$ cat src/rtl/fb_write_arbiter.sv
// Framebuffer write arbiter: merges single-pixel CPU writes with a
// rectangle-fill engine onto one framebuffer write port, one write per cycle.
//
// state      | meaning
// -----------+------------------------------------------------------------
// S_IDLE     | waiting for fill_start; the CPU owns the write port alone
// S_FILL     | fill engine requests one pixel per cycle, shares the port
// S_DONE     | last fill pixel granted; fill_done pulses on the next cycle
module fb_write_arbiter #(
    parameter int H_RES       = 640,
    parameter int V_RES       = 400,
    parameter int PIXEL_COUNT = H_RES * V_RES
) (
    input  logic        cpu_clk,
    input  logic        rst_n,
    input  logic        cpu_req,
    input  logic [31:0] cpu_addr,
    input  logic [7:0]  cpu_data,
    output logic        cpu_ack,
    input  logic        fill_start,
    input  logic        fill_abort,
    input  logic [9:0]  fill_x0,
    input  logic [9:0]  fill_y0,
    input  logic [9:0]  fill_w,
    input  logic [9:0]  fill_h,
    input  logic [7:0]  fill_color,
    output logic        fill_busy,
    output logic        fill_done,
    output logic        fb_wr,
    output logic [31:0] fb_addr,
    output logic [7:0]  fb_data,
    output logic        err_oob
);

    localparam logic [1:0] S_IDLE = 2'd0;
    localparam logic [1:0] S_FILL = 2'd1;
    localparam logic [1:0] S_DONE = 2'd2;

    localparam logic [10:0] H_RES11 = 11'(H_RES);
    localparam logic [10:0] V_RES11 = 11'(V_RES);
    localparam logic [31:0] H_RES32 = 32'(H_RES);
    localparam logic [31:0] PC32    = 32'(PIXEL_COUNT);

    logic [1:0]  state, state_nxt;
    logic [10:0] x_cur, y_cur, x0_q, x_end_q, y_end_q;
    logic [31:0] fill_addr, row_base;
    logic [7:0]  color_q;
    logic        last_cpu;

    logic [10:0] x_sum, y_sum, x_end_c, y_end_c;
    logic        region_empty;
    logic [31:0] start_row_base;
    logic        cpu_eligible, fill_req, grant_cpu, grant_fill, cpu_oob;
    logic        last_col, last_row;

    // Clip the requested rectangle to the visible area and form its start row.
    always_comb begin
        x_sum          = {1'b0, fill_x0} + {1'b0, fill_w};
        y_sum          = {1'b0, fill_y0} + {1'b0, fill_h};
        x_end_c        = (x_sum > H_RES11) ? H_RES11 : x_sum;
        y_end_c        = (y_sum > V_RES11) ? V_RES11 : y_sum;
        region_empty   = (x_end_c <= {1'b0, fill_x0}) || (y_end_c <= {1'b0, fill_y0});
        start_row_base = {22'd0, fill_y0} * H_RES32;
    end

    // Per-cycle arbitration; a CPU request is not re-granted while its ack is showing.
    always_comb begin
        cpu_eligible = cpu_req && !cpu_ack;
        fill_req     = (state == S_FILL) && !fill_abort;
        grant_cpu    = cpu_eligible && (!fill_req || !last_cpu);
        grant_fill   = fill_req && !grant_cpu;
        cpu_oob      = (cpu_addr >= PC32);
        last_col     = ((x_cur + 11'd1) == x_end_q);
        last_row     = ((y_cur + 11'd1) == y_end_q);
    end

    // Fill FSM next-state decode.
    always_comb begin
        state_nxt = state;
        case (state)
            S_IDLE: if (fill_start) state_nxt = region_empty ? S_DONE : S_FILL;
            S_FILL: begin
                if (fill_abort)
                    state_nxt = S_IDLE;
                else if (grant_fill && last_col && last_row)
                    state_nxt = S_DONE;
            end
            S_DONE:  state_nxt = S_IDLE;
            default: state_nxt = S_IDLE;
        endcase
    end

    // FSM state plus its registered status outputs.
    always_ff @(posedge cpu_clk or negedge rst_n) begin
        if (!rst_n) begin
            state     <= S_IDLE;
            fill_busy <= 1'b0;
            fill_done <= 1'b0;
        end else begin
            state     <= state_nxt;
            fill_busy <= (state_nxt == S_FILL);
            fill_done <= (state == S_DONE);
        end
    end

    // Fill walker: latch the rectangle on start, then step by +1 / row base + H_RES.
    always_ff @(posedge cpu_clk or negedge rst_n) begin
        if (!rst_n) begin
            x_cur     <= '0;
            y_cur     <= '0;
            x0_q      <= '0;
            x_end_q   <= '0;
            y_end_q   <= '0;
            color_q   <= '0;
            row_base  <= '0;
            fill_addr <= '0;
        end else if (state == S_IDLE && fill_start) begin
            x_cur     <= {1'b0, fill_x0};
            y_cur     <= {1'b0, fill_y0};
            x0_q      <= {1'b0, fill_x0};
            x_end_q   <= x_end_c;
            y_end_q   <= y_end_c;
            color_q   <= fill_color;
            row_base  <= start_row_base;
            fill_addr <= start_row_base + {22'd0, fill_x0};
        end else if (grant_fill) begin
            if (last_col) begin
                x_cur     <= x0_q;
                y_cur     <= y_cur + 11'd1;
                row_base  <= row_base + H_RES32;
                fill_addr <= row_base + H_RES32 + {21'd0, x0_q};
            end else begin
                x_cur     <= x_cur + 11'd1;
                fill_addr <= fill_addr + 32'd1;
            end
        end
    end

    // Write port, CPU handshake and fairness pointer (last_cpu=0 means fill went last).
    always_ff @(posedge cpu_clk or negedge rst_n) begin
        if (!rst_n) begin
            fb_wr    <= 1'b0;
            fb_addr  <= '0;
            fb_data  <= '0;
            cpu_ack  <= 1'b0;
            err_oob  <= 1'b0;
            last_cpu <= 1'b0;
        end else begin
            fb_wr   <= grant_fill || (grant_cpu && !cpu_oob);
            cpu_ack <= grant_cpu;
            err_oob <= grant_cpu && cpu_oob;
            if (grant_fill) begin
                fb_addr  <= fill_addr;
                fb_data  <= color_q;
                last_cpu <= 1'b0;
            end else if (grant_cpu) begin
                last_cpu <= 1'b1;
                if (!cpu_oob) begin
                    fb_addr <= cpu_addr;
                    fb_data <= cpu_data;
                end
            end
        end
    end

endmodule

$ cat config.mk
export PLATFORM = sky130hd
export DESIGN_NAME = fb_write_arbiter
export DESIGN_NICKNAME = d
export VERILOG_FILES = /design/src/rtl/fb_write_arbiter.sv
export SDC_FILE = /design/constraint.sdc
export NUM_CORES = 1
export LEC_CHECK = 0
export ABC_AREA = 1
export CAP_MARGIN = 20
export CORE_ASPECT_RATIO = 0.7
export CORE_UTILIZATION = 55
export CTS_CLUSTER_DIAMETER = 60
export DETAILED_ROUTE_END_ITERATION = 8
export DONT_BUFFER_PORTS = 1
export HOLD_SLACK_MARGIN = 0.06
export PLACE_DENSITY = 0.73
export SETUP_SLACK_MARGIN = 0.05
export SLEW_MARGIN = 20
export SYNTH_ARGS = -nofsm -noshare
export SYNTH_HDL_FRONTEND = slang
export SYNTH_SLANG_ARGS = --single-unit
export TNS_END_PERCENT = 30
$ cat constraint.sdc
create_clock -name cpu_clk -period 5 [get_ports cpu_clk]
set_input_delay 1 -clock cpu_clk [delete_from_list [all_inputs] [get_ports cpu_clk]]
set_output_delay 1 -clock cpu_clk [all_outputs]
set_load 0.05 [all_outputs]
### Word-level counts from Yosys, hierarchy flattened

Index checks and enable logic that the tools add are counted.

| cells by class | value |
|---|---|
| add/sub/neg operators | 8 |
| $mul | 1 |
| divide/modulo/power cells | 0 |
| order comparisons | 5 |
| equal/unequal tests | 6 |
| shift-type cells | 0 |
| muxes and demuxes | 27 |
| bitwise gates (word level) | 0 |
| reduce and logical (&&, ||, !) cells | 24 |

Operator list:

| kind | number |
|---|---|
| two-way mux 32 bit | 9 |
| two-way mux 11 bit | 8 |
| adder 32 x 1 -> 32 bit, second input constant | 1 |
| adder 32 x 10 -> 32 bit | 1 |
| adder 32 x 10 -> 32 bit, second input constant | 1 |
| greater-or-equal comparator 32 x 18 -> 1 bit, second input constant | 1 |
| two-way mux 8 bit | 3 |
| adder 10 x 10 -> 11 bit | 2 |
| adder 11 x 1 -> 11 bit, second input constant | 2 |
| equality test 11 bit | 2 |
| <= comparator 11 x 10 -> 1 bit | 2 |
| adder 20 x 10 -> 21 bit | 1 |
| multiplier 10 x 3 -> 13 bit, second input constant | 1 |
| greater-than comparator 11 x 10 -> 1 bit, second input constant | 1 |
| greater-than comparator 11 x 9 -> 1 bit, second input constant | 1 |
| logical AND 1 bit | 9 |
| two-way mux 2 bit | 4 |
| logical NOT 1 bit | 6 |
| nonzero test 2 bit | 3 |
| equality test 2 x 1 -> 1 bit, second input constant | 2 |
| case mux 2 bit (2 select lines) | 1 |
| AND reduction 2 bit | 2 |
| logical OR 1 bit | 3 |
| equality test 2 bit, second input constant | 1 |
| other kinds (3) | 4 |

| storage, ports and cells | value |
|---|---|
| register bits | 174 |
| latch bits | 0 |
| memory bits (writable) | 0 |
| ROM bits | 0 |
| input bits | 93 |
| output and inout port bits | 45 |
| word-level logic and storage cells | 88 |
| memories kept | 0 |

### Longest topological paths before layout

| depth | value |
|---|---|
| word-level depth | 13 |
| gate-level depth with buffers | 28 |
| gate-level depth less buffers | 28 |

### Least setup slack after synthesis

No wires, ideal clock.

| path | value |
|---|---|
| kind | in2reg |
| start point | input port fill_y0[0] |
| end point | register fill_busy |
| setup time | 0.120 ns |
| arrival time | 3.705 ns |
| required time | 4.880 ns |
| path slack | 1.176 ns |
| stages on the path | 26 |
| buffers on the path | 0 |
| cells stage by stage | ha_1 > inv_1 > fa_1 > inv_1 > nand3_1 > nand2_1 > nand2_1 > nand2_1 > nand2_1 > nand2_1 > nand3_1 > nand3_1 > nand2_1 > or2_2 > ha_1 > nand2_1 > inv_1 > nand2_1 > nor3_1 > inv_1 > nor2_1 > nand3_1 > nand2_1 > nor2_1 > nand3_1 > nand2_1 |

| between the ends | value |
|---|---|
| word-level cells in the longest chain between the ends | 9 |

RTL lines:

| element | RTL line | source |
|---|---|---|
| from (decl) | 23 | `input logic [9:0] fill_y0,` |
| adder 10 x 10 -> 11 bit * | 59 | `y_sum = {1'b0, fill_y0} + {1'b0, fill_h};` |
| greater-than comparator 11 x 9 -> 1 bit | 61 | `y_end_c = (y_sum > V_RES11) ? V_RES11 : y_sum;` |
| two-way mux 11 bit * | 61 |  |
| net y_end_c[8] | 50 | `logic [10:0] x_sum, y_sum, x_end_c, y_end_c;` |
| <= comparator 11 x 10 -> 1 bit * | 62 | `region_empty = (x_end_c <= {1'b0, fill_x0}) \|\| (y_end_c <= {1'b0, fill_y0});` |
| logical OR 1 bit * | 62 |  |
| two-way mux 2 bit * (2 in series) | 81 | `S_IDLE: if (fill_start) state_nxt = region_empty ? S_DONE : S_FILL;` |
| case mux 2 bit (2 select lines) * | 80 | `case (state)` |
| equality test 2 x 1 -> 1 bit * | 101 | `fill_busy <= (state_nxt == S_FILL);` |
| to (signal assigned) | 101 |  |
| to (decl) | 27 | `output logic fill_busy,` |

Mark *: on every way through the listed nets, which the timed path passes. The rest lies on a longest branch.
A chain may end at the register's enable or synchronous reset.

### Final worst setup path

| path | value |
|---|---|
| start point | input port fill_y0[0] |
| end point | register state[0] |

| between the ends | value |
|---|---|
| word-level cells in the longest chain between the ends | 8 |

RTL lines:

| element | RTL line | source |
|---|---|---|
| adder 10 x 10 -> 11 bit * | 59 |  |
| greater-than comparator 11 x 9 -> 1 bit | 61 |  |
| two-way mux 11 bit * | 61 |  |
| net y_end_c[8] | 50 |  |
| <= comparator 11 x 10 -> 1 bit * | 62 |  |
| logical OR 1 bit * | 62 |  |
| two-way mux 2 bit * (2 in series) | 81 |  |
| case mux 2 bit (2 select lines) * | 80 |  |
| net state_nxt[0] | 44 | `logic [1:0] state, state_nxt;` |
| to (signal assigned) | 100 | `state <= state_nxt;` |
| to (decl) | 44 |  |

Marked as above.

==> metrics.md <==
| Metric | Value |
|---|---|
| Routed length per placed instance | between 15 and 20 microns |
| Number of I/O port buffers | 0 |
| Worst-path fanout max | 8 |
| Post-CTS setup buffers | 0 |
| Cell Pwr Density | approximately 440 mW/mm^2 |
| Total negative slack | 0 ps |
| Max-Cap Viols | 0 |
| Register area share after synthesis | 0.3352 |
| CTS tree | built |
| Final period util | 0.7601 |
| Clk_skew | 8.302 ps |
| Worst-path clk slew | about 70 ps |
| Critical path data required time | 5330 ps |
| Vias in the first global route | roughly 11000 |
| Layout cells sized above 1 | 0.04948 |
| Maximum vdd drop | between 0.2 and 0.3 mV |
| Pre-CTS WS | roughly 810 ps |
| Ant. Diodes | 0 |
| Setup Crit Path Kind | input port to flop |
| Unrepaired setup endpoints after global routing | no |
| DR iter-0 viols | a little over 1000 |
| CP Capture Type | flop |
| Pin count of the biggest net entering global routing | 168 |
| Leakage | roughly 6.6 nW |
| Cell Rows | 45 |
| Total track usage | 0.2962 |
| Post-Syn Instances | roughly 1800 |
| Final ANT Viol Nets | 0 |
| RD Place Congestion | ~0.95 |
| H-tree lvl count | 4 |
| Skew-Pair Late Insertion Delay | between 400 and 500 ps |
| Mapped Area | approximately 0.012 sq mm |
| Area growth, synth to finish | 5.771% |
| CP startpoint kind | input port |
| Final setup viols | 0 |
| First-pass GRT wire length | between 50000 and 60000 microns |
| Clock Sinks | 167 |
| Clock tree root driver cell | clkbuf_16 |
| Worst EP arrival | between 4000 and 5000 ps |
| Nets | 1968 |
| FF-to-FF setup slack | 1980 ps |
| Final Core Density | 0.6005 |
| Core Box Area | between 0.02 and 0.025 sq mm |
| Worst Max-Slew Pin Slew | between 800 and 900 ps |
| Worst Hold Class | input port to async pin |
| Most common cell after layout, fill and taps aside | nand2_1 |
| Path depth of the worst reg2reg path | 15 |
| Initial antenna violation count | 0 |
| Max transition margin | 0.4416 |
| Placed cell areas | between 0.01 and 0.015 sq mm |
| Synth unique cells | 51 |
| Final min period | roughly 3800 ps |
| Synthesized flop and latch total | 167 |
| Status | complete, no violations |
| Post-CTS sizing | 0 |
| Vias per cell | around 5.6 |
| Ys Warns | 0 |
| Final Hold Viols | 0 |
| Initial core utilization | 0.5677 |
| Synth Net Count | 1990 |
| 1st-pass router iterations | 6 |
| Pins Over Slew Limit | 0 |
| Die Ht | around 130 microns |
| Total power | a little under 6 mW |
| F_max | around 0.26 GHz |
| Fin area | between 0.01 and 0.015 sq mm |
| Fin worst setup slack | roughly 1200 ps |
| Critical Path Sink | state[0] |
| R2r startpoint | row_base[7] |
| DR vias | 11700 |
| Die W | roughly 180 microns |
| Setup crit start | fill_y0[0] |
| Placed Instances | just over 2000 |
| I/O pins | around 140 |
| Worst hold margin | 252.3 ps |
| WL final | roughly 33000 microns |
| DRC violations left | 0 |
| R2R Path End | fill_addr[17] |
| Num CTS Buffers | 17 |
| Grt total ovfl | 0 |
| Layout Cells excl Fill | around 2100 |
| Die area | ~0.023 sq mm |
| Commonest non-fill, non-tap cells in the layout | nand2_1 (568), inv_1 (223), dfrtp_1 (167) |
| Hpwl dp | ~25000 microns |
| Avg Cell Area, Syn | 6.816 sq um |
| Cts hold-fix bufs | 0 |
| CTS Buffer Depth | 2 |
-- critical path: stages --
cell and delay [ps]:
ha_1 160, inv_1 60, fa_1 400, inv_1 70, nand3_1 60, nand2_1 120
nand2_1 80, nand2_1 80, nand2_1 50, nand2_1 90, nand3_1 70, nand3_1 110
nand2_1 170, or2_2 330, ha_1 280, nand2_1 50, inv_1 80, nand2_1 50
nor3_1 170, inv_1 80, nor2_1 210, nand3_1 110, nand2_1 70, nor2_1 40
nand3_1 80, nand2_1 60
-- worst min path at each step --
| stage | endpoint | slack (ps) | depth (start not counted) | start |
|---|---|---|---|---|
| after detailed placement | color_q[4] | 460 | 2 | color_q[4] |
| final | row_base[26] | 250 | 0 | rst_n |
| after CTS | y_cur[5] | 240 | 0 | rst_n |
| after global placement | x0_q[3] | 450 | 2 | x0_q[3] |
| after global routing | row_base[26] | 230 | 0 | rst_n |
| after floorplan | x0_q[0] | 440 | 2 | x0_q[0] |
-- cell type report --
class	instances	area (sq um)
Tap cell	282	352.8
Clock inverter	13	125.1
Sequential cell	167	4179
Clock buffer	18	439.2
Timing Repair Buffer	6	45.04
Fill cell	2077	8772
Inverter	229	859.6
Multi-Input combinational cell	1386	7186
-- cells in the mapped netlist (all sizes together) --
library cell | n | area [sq um]
clkinv | 1 | 3.750
nor2 | 178 | 729.4
xnor2 | 12 | 105.1
conb | 1 | 3.750
buf | 16 | 138.9
o32ai | 1 | 8.760
nor4 | 8 | 50.05
and2 | 1 | 6.260
nand4 | 29 | 181.4
clkbuf | 31 | 116.4
o311ai | 1 | 8.760
a31oi | 4 | 25.02
a21oi | 58 | 294.0
xor2 | 60 | 533.0
or2 | 8 | 50.05
o221ai | 1 | 8.760
nand2 | 576 | 2210
a21o | 1 | 7.510
nor3 | 28 | 161.4
o2111ai | 2 | 17.52
ha | 64 | 800.8
o21bai | 5 | 37.54
inv | 228 | 855.8
nand3 | 143 | 735.7
fa | 4 | 80.08
o211ai | 4 | 30.03
o22ai | 15 | 93.84
xnor3 | 1 | 22.52
dfrtp | 167 | 4179
nand3b | 7 | 56.30
a221oi | 2 | 17.52
a22o | 2 | 17.52
o21ai | 170 | 880.8
-- registers in the layout (all words and copies together), names as in the netlist, 2 cells and up --
name	flops
x_end_q	11
color_q	8
y_end_q	11
x_cur	11
fill_addr	32
y_cur	11
state	2
fb_addr	32
x0_q	10
row_base	25
fb_data	8
-- cell families (layout without fill, tap and decap cells) --
logic type	after synthesis	count (layout)	share of synthesized area
AOI/OAI and AO/OA	266	266	0.1161
adders and majority gates	68	68	0.07065
and+or+nand+nor	978	978	0.3353
buffers and inverters	276	266	0.08942
DFF	167	167	0.3352
other	1	1	0.0003008
xor gates and xnor gates	73	73	0.05299
-- layer usage --
metal / global-route usage / vias up / part of all wire
li1: - / 5849 / -
met1: 0.4284 / 5478 / 0.49
met2: 0.4597 / 340 / 0.44
met3: 0.05398 / 35 / 0.060
met4: 0.07168 / 0 / 0.015
met5: 0 / - / 0
-- power by group --
group / total (mW) / internal [mW] / switching, mW
combinational: 2.02 / 0.714 / 1.31
clock: 1.29 / 0.702 / 0.585
sequential: 2.53 / 1.74 / 0.790
total: 5.84 / 3.16 / 2.68
Power figures use the tool's default switching activity.
